===== config.mk =====
export PLATFORM = sky130hd
export DESIGN_NAME = ahb_req_master
export DESIGN_NICKNAME = d
export VERILOG_FILES = /design/src/rtl/ahb_pkg.sv /design/src/rtl/ahb_rsp_fifo.sv /design/src/rtl/ahb_req_master.sv
export SDC_FILE = /design/constraint.sdc
export NUM_CORES = 1
export LEC_CHECK = 0
export BUFFER_PORTS_ARGS = -buffer_cell sky130_fd_sc_hd__buf_2
export CELL_PAD_IN_SITES_DETAIL_PLACEMENT = 0
export CELL_PAD_IN_SITES_GLOBAL_PLACEMENT = 2
export CORE_MARGIN = 5
export CORE_UTILIZATION = 33
export CTS_CLUSTER_SIZE = 8
export DETAILED_ROUTE_END_ITERATION = 10
export GPL_TIMING_DRIVEN = 0
export PLACE_DENSITY_LB_ADDON = 0.08
export SKIP_CTS_REPAIR_TIMING = 1
export SYNTH_ARGS = -nofsm -noshare
export SYNTH_HDL_FRONTEND = slang
export SYNTH_SLANG_ARGS = --single-unit

===== constraint.sdc =====
create_clock -name clk -period 2.4 [get_ports clk]
set_clock_uncertainty 0.2 [all_clocks]
set_input_delay 0.36 -clock clk [delete_from_list [all_inputs] [get_ports clk]]
set_output_delay 0.36 -clock clk [all_outputs]
set_load 0.02 [all_outputs]

===== src/rtl/ahb_pkg.sv =====
// ahb_pkg: shared AHB-Lite encodings and pipeline-stage control types for
// the request master.
//   htrans_e        HTRANS encoding (only IDLE and NONSEQ are driven)
//   HBURST_SINGLE   constant burst type
//   HPROT_DEFAULT   data access, privileged
//   HSIZE_*         transfer size encodings
//   a_ctl_t/d_ctl_t address-phase / data-phase control bits
package ahb_pkg;
  typedef enum logic [1:0] {
    IDLE   = 2'd0,
    BUSY   = 2'd1,
    NONSEQ = 2'd2,
    SEQ    = 2'd3
  } htrans_e;

  localparam logic [2:0] HBURST_SINGLE = 3'b000;
  localparam logic [3:0] HPROT_DEFAULT = 4'b0011;

  localparam logic [2:0] HSIZE_BYTE  = 3'd0;
  localparam logic [2:0] HSIZE_HALF  = 3'd1;
  localparam logic [2:0] HSIZE_WORD  = 3'd2;
  localparam logic [2:0] HSIZE_DWORD = 3'd3;

  // Address-phase stage; addr/wdata live in parallel registers so the
  // struct stays independent of the bus width parameters.
  typedef struct packed {
    logic       valid;
    logic       write;
    logic [2:0] size;
    logic       lerr;   // never reaches the bus, completes as an error
  } a_ctl_t;

  typedef struct packed {
    logic valid;
    logic write;
    logic lerr;
  } d_ctl_t;
endpackage


===== src/rtl/ahb_rsp_fifo.sv =====
// ahb_rsp_fifo: synchronous FIFO holding completed responses.
//   clk, rst   clock, synchronous active-high reset
//   i_push     write i_din (caller guarantees space)
//   i_pop      remove head (ignored when empty)
//   o_dout     head entry
//   o_count    number of stored entries (0..DEPTH)
//   o_empty    no entries
module ahb_rsp_fifo #(
  parameter int W     = 33,
  parameter int DEPTH = 4
) (
  input  logic                       clk,
  input  logic                       rst,
  input  logic                       i_push,
  input  logic [W-1:0]               i_din,
  input  logic                       i_pop,
  output logic [W-1:0]               o_dout,
  output logic [$clog2(DEPTH):0]     o_count,
  output logic                       o_empty
);
  localparam int PTR_W = $clog2(DEPTH);
  localparam int CNT_W = PTR_W + 1;

  logic [W-1:0]     r_mem [DEPTH];
  logic [PTR_W-1:0] r_wr, r_rd;
  logic [CNT_W-1:0] r_cnt;
  logic             w_pop, w_full;

  assign o_empty = (r_cnt == '0);
  assign w_full  = (r_cnt == CNT_W'(DEPTH));
  assign w_pop   = i_pop && !o_empty;
  assign o_dout  = r_mem[r_rd];
  assign o_count = r_cnt;

  always_ff @(posedge clk) begin
    if (i_push) r_mem[r_wr] <= i_din;
  end

  // DEPTH is a power of two, so pointers wrap naturally.
  always_ff @(posedge clk) begin
    if (rst) begin
      r_wr  <= '0;
      r_rd  <= '0;
      r_cnt <= '0;
    end else begin
      if (i_push) r_wr <= r_wr + 1'b1;
      if (w_pop)  r_rd <= r_rd + 1'b1;
      case ({i_push, w_pop})
        2'b10:   r_cnt <= r_cnt + 1'b1;
        2'b01:   r_cnt <= r_cnt - 1'b1;
        default: r_cnt <= r_cnt;
      endcase
    end
  end

  // The upstream credit check keeps outstanding work within DEPTH.
  a_no_overflow: assert property (@(posedge clk) disable iff (rst) !(i_push && w_full));
endmodule


===== src/rtl/ahb_req_master.sv =====
// ahb_req_master: valid/ready request stream to pipelined single AHB-Lite
// transfers, with one in-order response per request.
//   clk, rst                 bus clock, synchronous active-high reset
//   req_*                    request stream (write, addr, HSIZE, wdata)
//   rsp_*                    response stream (rdata, err)
//   HRESETn..HWDATA          master-side AHB-Lite signals
//   HREADY, HRESP, HRDATA    slave response
module ahb_req_master
  import ahb_pkg::*;
#(
  parameter int ADDR_W    = 32,
  parameter int DATA_W    = 32,
  parameter int RSP_DEPTH = 4
) (
  input  logic              clk,
  input  logic              rst,
  input  logic              req_valid,
  output logic              req_ready,
  input  logic              req_write,
  input  logic [ADDR_W-1:0] req_addr,
  input  logic [2:0]        req_size,
  input  logic [DATA_W-1:0] req_wdata,
  output logic              rsp_valid,
  input  logic              rsp_ready,
  output logic [DATA_W-1:0] rsp_rdata,
  output logic              rsp_err,
  output logic              HRESETn,
  output logic              HSEL,
  output logic [ADDR_W-1:0] HADDR,
  output logic              HWRITE,
  output logic [2:0]        HSIZE,
  output logic [2:0]        HBURST,
  output logic [3:0]        HPROT,
  output logic              HMASTLOCK,
  output logic [1:0]        HTRANS,
  output logic [DATA_W-1:0] HWDATA,
  input  logic              HREADY,
  input  logic              HRESP,
  input  logic [DATA_W-1:0] HRDATA
);
  localparam int MAX_SIZE = $clog2(DATA_W / 8);
  localparam int CNT_W    = $clog2(RSP_DEPTH) + 1;
  localparam int OUT_W    = CNT_W + 1;

  a_ctl_t            r_a;
  logic [ADDR_W-1:0] r_a_addr;
  logic [DATA_W-1:0] r_a_wdata;
  d_ctl_t            r_d;
  logic [DATA_W-1:0] r_d_wdata;
  logic              r_hresetn;

  logic [CNT_W-1:0]  w_fifo_cnt;
  logic [OUT_W-1:0]  w_outstanding;
  logic [6:0]        w_amask;
  logic              w_lerr, w_accept, w_a_bus, w_push, w_pop, w_cmp_err, w_empty;
  logic [DATA_W:0]   w_fifo_din, w_fifo_dout;

  // Local checks: size wider than the data bus, or address misaligned.
  assign w_amask = 7'((8'd1 << req_size) - 8'd1);
  assign w_lerr  = (req_size > 3'(MAX_SIZE)) || (|(req_addr[6:0] & w_amask));

  // Credits count everything that will eventually need a FIFO slot.
  assign w_outstanding = OUT_W'(r_a.valid) + OUT_W'(r_d.valid) + OUT_W'(w_fifo_cnt);
  assign req_ready = !rst && (!r_a.valid || HREADY) && (w_outstanding < OUT_W'(RSP_DEPTH));
  assign w_accept  = req_valid && req_ready;

  // Address phase: only real (non-bubble) entries reach the bus.
  assign w_a_bus   = r_a.valid && !r_a.lerr;
  assign HTRANS    = w_a_bus ? NONSEQ : IDLE;
  assign HADDR     = w_a_bus ? r_a_addr : '0;
  assign HWRITE    = w_a_bus && r_a.write;
  assign HSIZE     = w_a_bus ? r_a.size : '0;
  assign HWDATA    = (r_d.valid && r_d.write) ? r_d_wdata : '0;
  assign HBURST    = HBURST_SINGLE;
  assign HPROT     = HPROT_DEFAULT;
  assign HMASTLOCK = 1'b0;
  assign HRESETn   = r_hresetn;
  assign HSEL      = r_hresetn;

  // Data-phase completion feeds the response FIFO.
  assign w_push     = r_d.valid && HREADY;
  assign w_cmp_err  = HRESP || r_d.lerr;
  assign w_fifo_din = {w_cmp_err, (!r_d.write && !w_cmp_err) ? HRDATA : '0};

  always_ff @(posedge clk) begin
    r_hresetn <= ~rst;
    if (rst) begin
      r_a       <= '0;
      r_a_addr  <= '0;
      r_a_wdata <= '0;
      r_d       <= '0;
      r_d_wdata <= '0;
    end else begin
      if (HREADY) begin
        r_d       <= '{valid: r_a.valid, write: r_a.write, lerr: r_a.lerr};
        r_d_wdata <= r_a_wdata;
      end
      if (w_accept) begin
        r_a       <= '{valid: 1'b1, write: req_write, size: req_size, lerr: w_lerr};
        r_a_addr  <= req_addr;
        r_a_wdata <= req_wdata;
      end else if (HREADY) begin
        r_a.valid <= 1'b0;
      end else if (HRESP && r_a.valid) begin
        // First ERROR cycle: abandon the queued transfer; it turns into a
        // bubble that later completes with an error.
        r_a.lerr <= 1'b1;
      end
    end
  end

  assign rsp_valid = !w_empty;
  assign w_pop     = rsp_valid && rsp_ready;
  assign rsp_err   = w_fifo_dout[DATA_W];
  assign rsp_rdata = w_fifo_dout[DATA_W-1:0];

  ahb_rsp_fifo #(.W(DATA_W + 1), .DEPTH(RSP_DEPTH)) u_rsp_fifo (
    .clk     (clk),
    .rst     (rst),
    .i_push  (w_push),
    .i_din   (w_fifo_din),
    .i_pop   (w_pop),
    .o_dout  (w_fifo_dout),
    .o_count (w_fifo_cnt),
    .o_empty (w_empty)
  );
endmodule


==> summary.md <==
| Metric | Value |
|---|---|
| F_max | 0.418 GHz |
| GR Util All Layers | 14.4% |
| Number of endpoints with negative hold slack in the final report | 0 |
| Cell at the root of the clock tree | sky130_fd_sc_hd__clkbuf_16 |
| Final number of max-transition violations | 0 |
| Routed wire per std cell | 17.6 um |
| CP peak stage delay | 0.53 ns |
| Fraction of the yosys area taken by sequential cells | 62.5% |
| Site Rows | 63 |
| Run status | finished, final reports clean |
| Sinks on the clock net | 247 |
| Hpwl dp | 17,100 um |
| Vias per cell | 4.55 |
| Commonest non-fill, non-tap cells in the layout | 187 x sky130_fd_sc_hd__buf_2, 132 x sky130_fd_sc_hd__edfxtp_1, 111 x sky130_fd_sc_hd__dfxtp_1 |
| Number of register bits inferred by synthesis | 247 |
| Worst Path Arrival | 1.83 ns |
| Crit-path cells | buf_12, buf_12, mux4_2, buf_6 |
| Starting DRC count in detailed routing | 199 |
| Layout overhead on the synthesized area | 37.9% |
| Number of instances in the synthesized netlist | 700 |
| Height of the die | 184 um |
| Total setup violations reported at the end of the flow | 0 |
| Slew HR | 63.1% |
| Detailed-router iteration count before antenna repair | 5 |
| Critical Path Start Type | register |
| DR vias | 6,586 |
| Top delay family on crit path | multiplexers |
| Average footprint of a synthesized cell | 14.3 um^2 |
| Worst min-delay path class | input port to register |
| Buffers from clock root to sink, at most | 3 |
| Number of maximum-capacitance violations | 0 |
| Clock latency reported for the late side of the worst-skew pair | 0.51 ns |
| Maximum resistive drop on vdd | 0.000409 V |
| Sort of element at the end of the critical path | output port |
| Total number of H-tree levels | 2 |
| Biggest fanout along the worst timing path | 5 |
| Least setup slack across all paths after layout | 0.00582 ns |
| Required time at the worst-slack endpoint | 1.84 ns |
| Remaining routing DRC violations | 0 |
| Horizontal extent of the die | 184 um |
| Remaining antenna violation count after routing | 0 |
| Number of buffers and inverters on the critical path | 3 |
| Die area | 34,000 um^2 |
| Hold Worst Slack | 0.00772 ns |
| Clock tree from TritonCTS | yes |
| Antenna violations before repair | 3 |
| Standard cell area after detailed placement | 11,700 um^2 |
| Via count of the first global-routing pass | 6,916 |
| Worst Path Class, Setup | register to output port |
| Period utilization | 99.8% |
| Maximum number of pins on one net before global-route repair | 20 |
| Design area | 13,800 um^2 |
| Cell Area, Synth | 10,000 um^2 |
| I/O Buffers | 210 |
| Post-synth EDFFs | 132 |
| Gp weighted congestion | 0.753 |
| Global-route wire length before repair | 38,000 um |
| GRT overflow | 0 |
| Leading register cell type out of synthesis | sky130_fd_sc_hd__edfxtp_1 |
| Distinct cell type count after synthesis | 33 |
| Cell seen most often among critical-path stages | sky130_fd_sc_hd__buf_12 |
| Crit path max-delay cell type | sky130_fd_sc_hd__mux4_2 |
| Fillers | 2,707 |
| Top-level I/O count | 221 |
| Power per cell area | 724 nW/um^2 |
| Clock-pin slew on the worst setup and hold paths | 0.05 ns |
| Inserted Clock Buffers | 36 |
| Yosys warning total | 0 |
| Fraction of layout instances using a drive strength above 1 | 32.7% |
| Fin nets | 1,150 |
| Commonest non-fill, non-tap cell in the layout | sky130_fd_sc_hd__buf_2 |
| Leak | 5.84 nW |
| Worst slack at placement | -0.0570 ns |
| Tightest Pin Transition | 0.553 ns |
| Minimum setup slack among reg-to-reg paths | 0.18 ns |
| Initial Util | 33.7% |
| Final min period | 2.39 ns |
| Post-synth ARST share | 0% |
| Setup repair after global routing missed its margin | yes |
| Total wirelength of the detailed-routed design | 25,400 um |
| Placeable core region | 29,800 um^2 |
## stage by stage
stage                     setup TNS (ns)  util (%)  power, W  cells
final                                  0      46.4    0.0100   1446
after global routing               -1.27      46.4    0.0105   1446
after CTS                         -28.15      42.6    0.0101   1367
after detailed placement           -2.67      39.2   0.00542   1311
after global placement           -119.83      38.9   0.00539   1307
after floorplan                        0         -   0.00516    707
## Yosys cell counts, types with 2 or more instances
library cell / n / area [um^2]
sky130_fd_sc_hd__edfxtp_1: 132 / 3960
sky130_fd_sc_hd__buf_2: 10 / 50.1
sky130_fd_sc_hd__o21ai_0: 2 / 10.0
sky130_fd_sc_hd__mux2i_1: 36 / 360
sky130_fd_sc_hd__mux4_2: 33 / 743
sky130_fd_sc_hd__mux2_1: 68 / 766
sky130_fd_sc_hd__xor2_1: 3 / 26.3
sky130_fd_sc_hd__and3_1: 36 / 225
sky130_fd_sc_hd__and2_1: 68 / 425
sky130_fd_sc_hd__buf_1: 4 / 15.0
sky130_fd_sc_hd__buf_4: 11 / 82.6
sky130_fd_sc_hd__or3_1: 3 / 18.8
sky130_fd_sc_hd__conb_1: 2 / 7.51
sky130_fd_sc_hd__nor2_1: 44 / 165
sky130_fd_sc_hd__dfxtp_1: 115 / 2300
sky130_fd_sc_hd__ha_1: 6 / 75.1
sky130_fd_sc_hd__buf_6: 7 / 78.8
sky130_fd_sc_hd__a21oi_1: 6 / 30.0
sky130_fd_sc_hd__clkbuf_1: 25 / 93.8
sky130_fd_sc_hd__nor2b_1: 69 / 432
sky130_fd_sc_hd__nand2_1: 2 / 7.51
sky130_fd_sc_hd__xnor2_1: 2 / 17.5
sky130_fd_sc_hd__inv_1: 6 / 22.5
## worst register-to-register path, delay by kind of cell (launching register included)
kind,cells,cell delay (ns)
xor+xnor,1,0.16
simple gates,2,0.45
flops,1,0.34
compound gates,1,0.14
buf+inv,2,0.27
fa+ha+maj,2,0.60
## final timing paths
path,endpoint,depth (start not counted),from
max reg2reg,u_rsp_fifo.o_count[2]$_SDFFE_PP0P_,8,r_d[2]$_SDFFE_PP0P_
max,rsp_rdata[15],4,register
min,u_rsp_fifo.r_mem[1][28]$_DFFE_PP_,2,HRDATA[28]
min reg2reg,r_d_wdata[5]$_SDFFE_PP0P_,2,r_a_wdata[5]$_SDFFE_PP0P_
## registers in the layout, summed over array words and instances (netlist names), named ones only
name                flops
u_rsp_fifo.r_rd         2
r_d_wdata              32
HRESETn                 1
r_d                     3
u_rsp_fifo.r_mem      132
r_a_wdata              32
u_rsp_fifo.r_wr         2
r_a_addr               32
r_a                     6
u_rsp_fifo.o_count      3
## logic make-up after synthesis
group           synth area share, %
compound gates                 1.01
xor+xnor                      0.437
fa+ha+maj                     0.948
buf+inv                        3.42
flops                          62.5
mux                            18.6
other cells                  0.0749
simple gates                   13.0
## where the power goes
part / internal (W) / switching [W] / total (W)
Sequential: 0.00460 / 0.0000614 / 0.00466
Combinational: 0.000439 / 0.000381 / 0.000821
Clock: 0.00277 / 0.00176 / 0.00453
## metal layers
layer	vias to the layer above	track usage, %	share of wire (%)
met5	-	0	0.055
met4	4	4.20	2.2
met3	51	4.72	6.2
met2	168	24.9	50
met1	3208	17.0	41
li1	3155	-	-
## area by class of cell
class	count	area, um^2	share of cell area, %
inverter	6	22.5	0.163
timing repair buffer	293	2170	15.7
tap	390	488	3.53
antenna	1	2.50	0.0181
buffer	56	408	2.95
clock inverter	3	45.0	0.326
sequential	247	6270	45.4
multi-input combinational	397	3450	25.0
clock buffer	53	965	6.97
No activity file was read; power rests on OpenSTA's default activity.
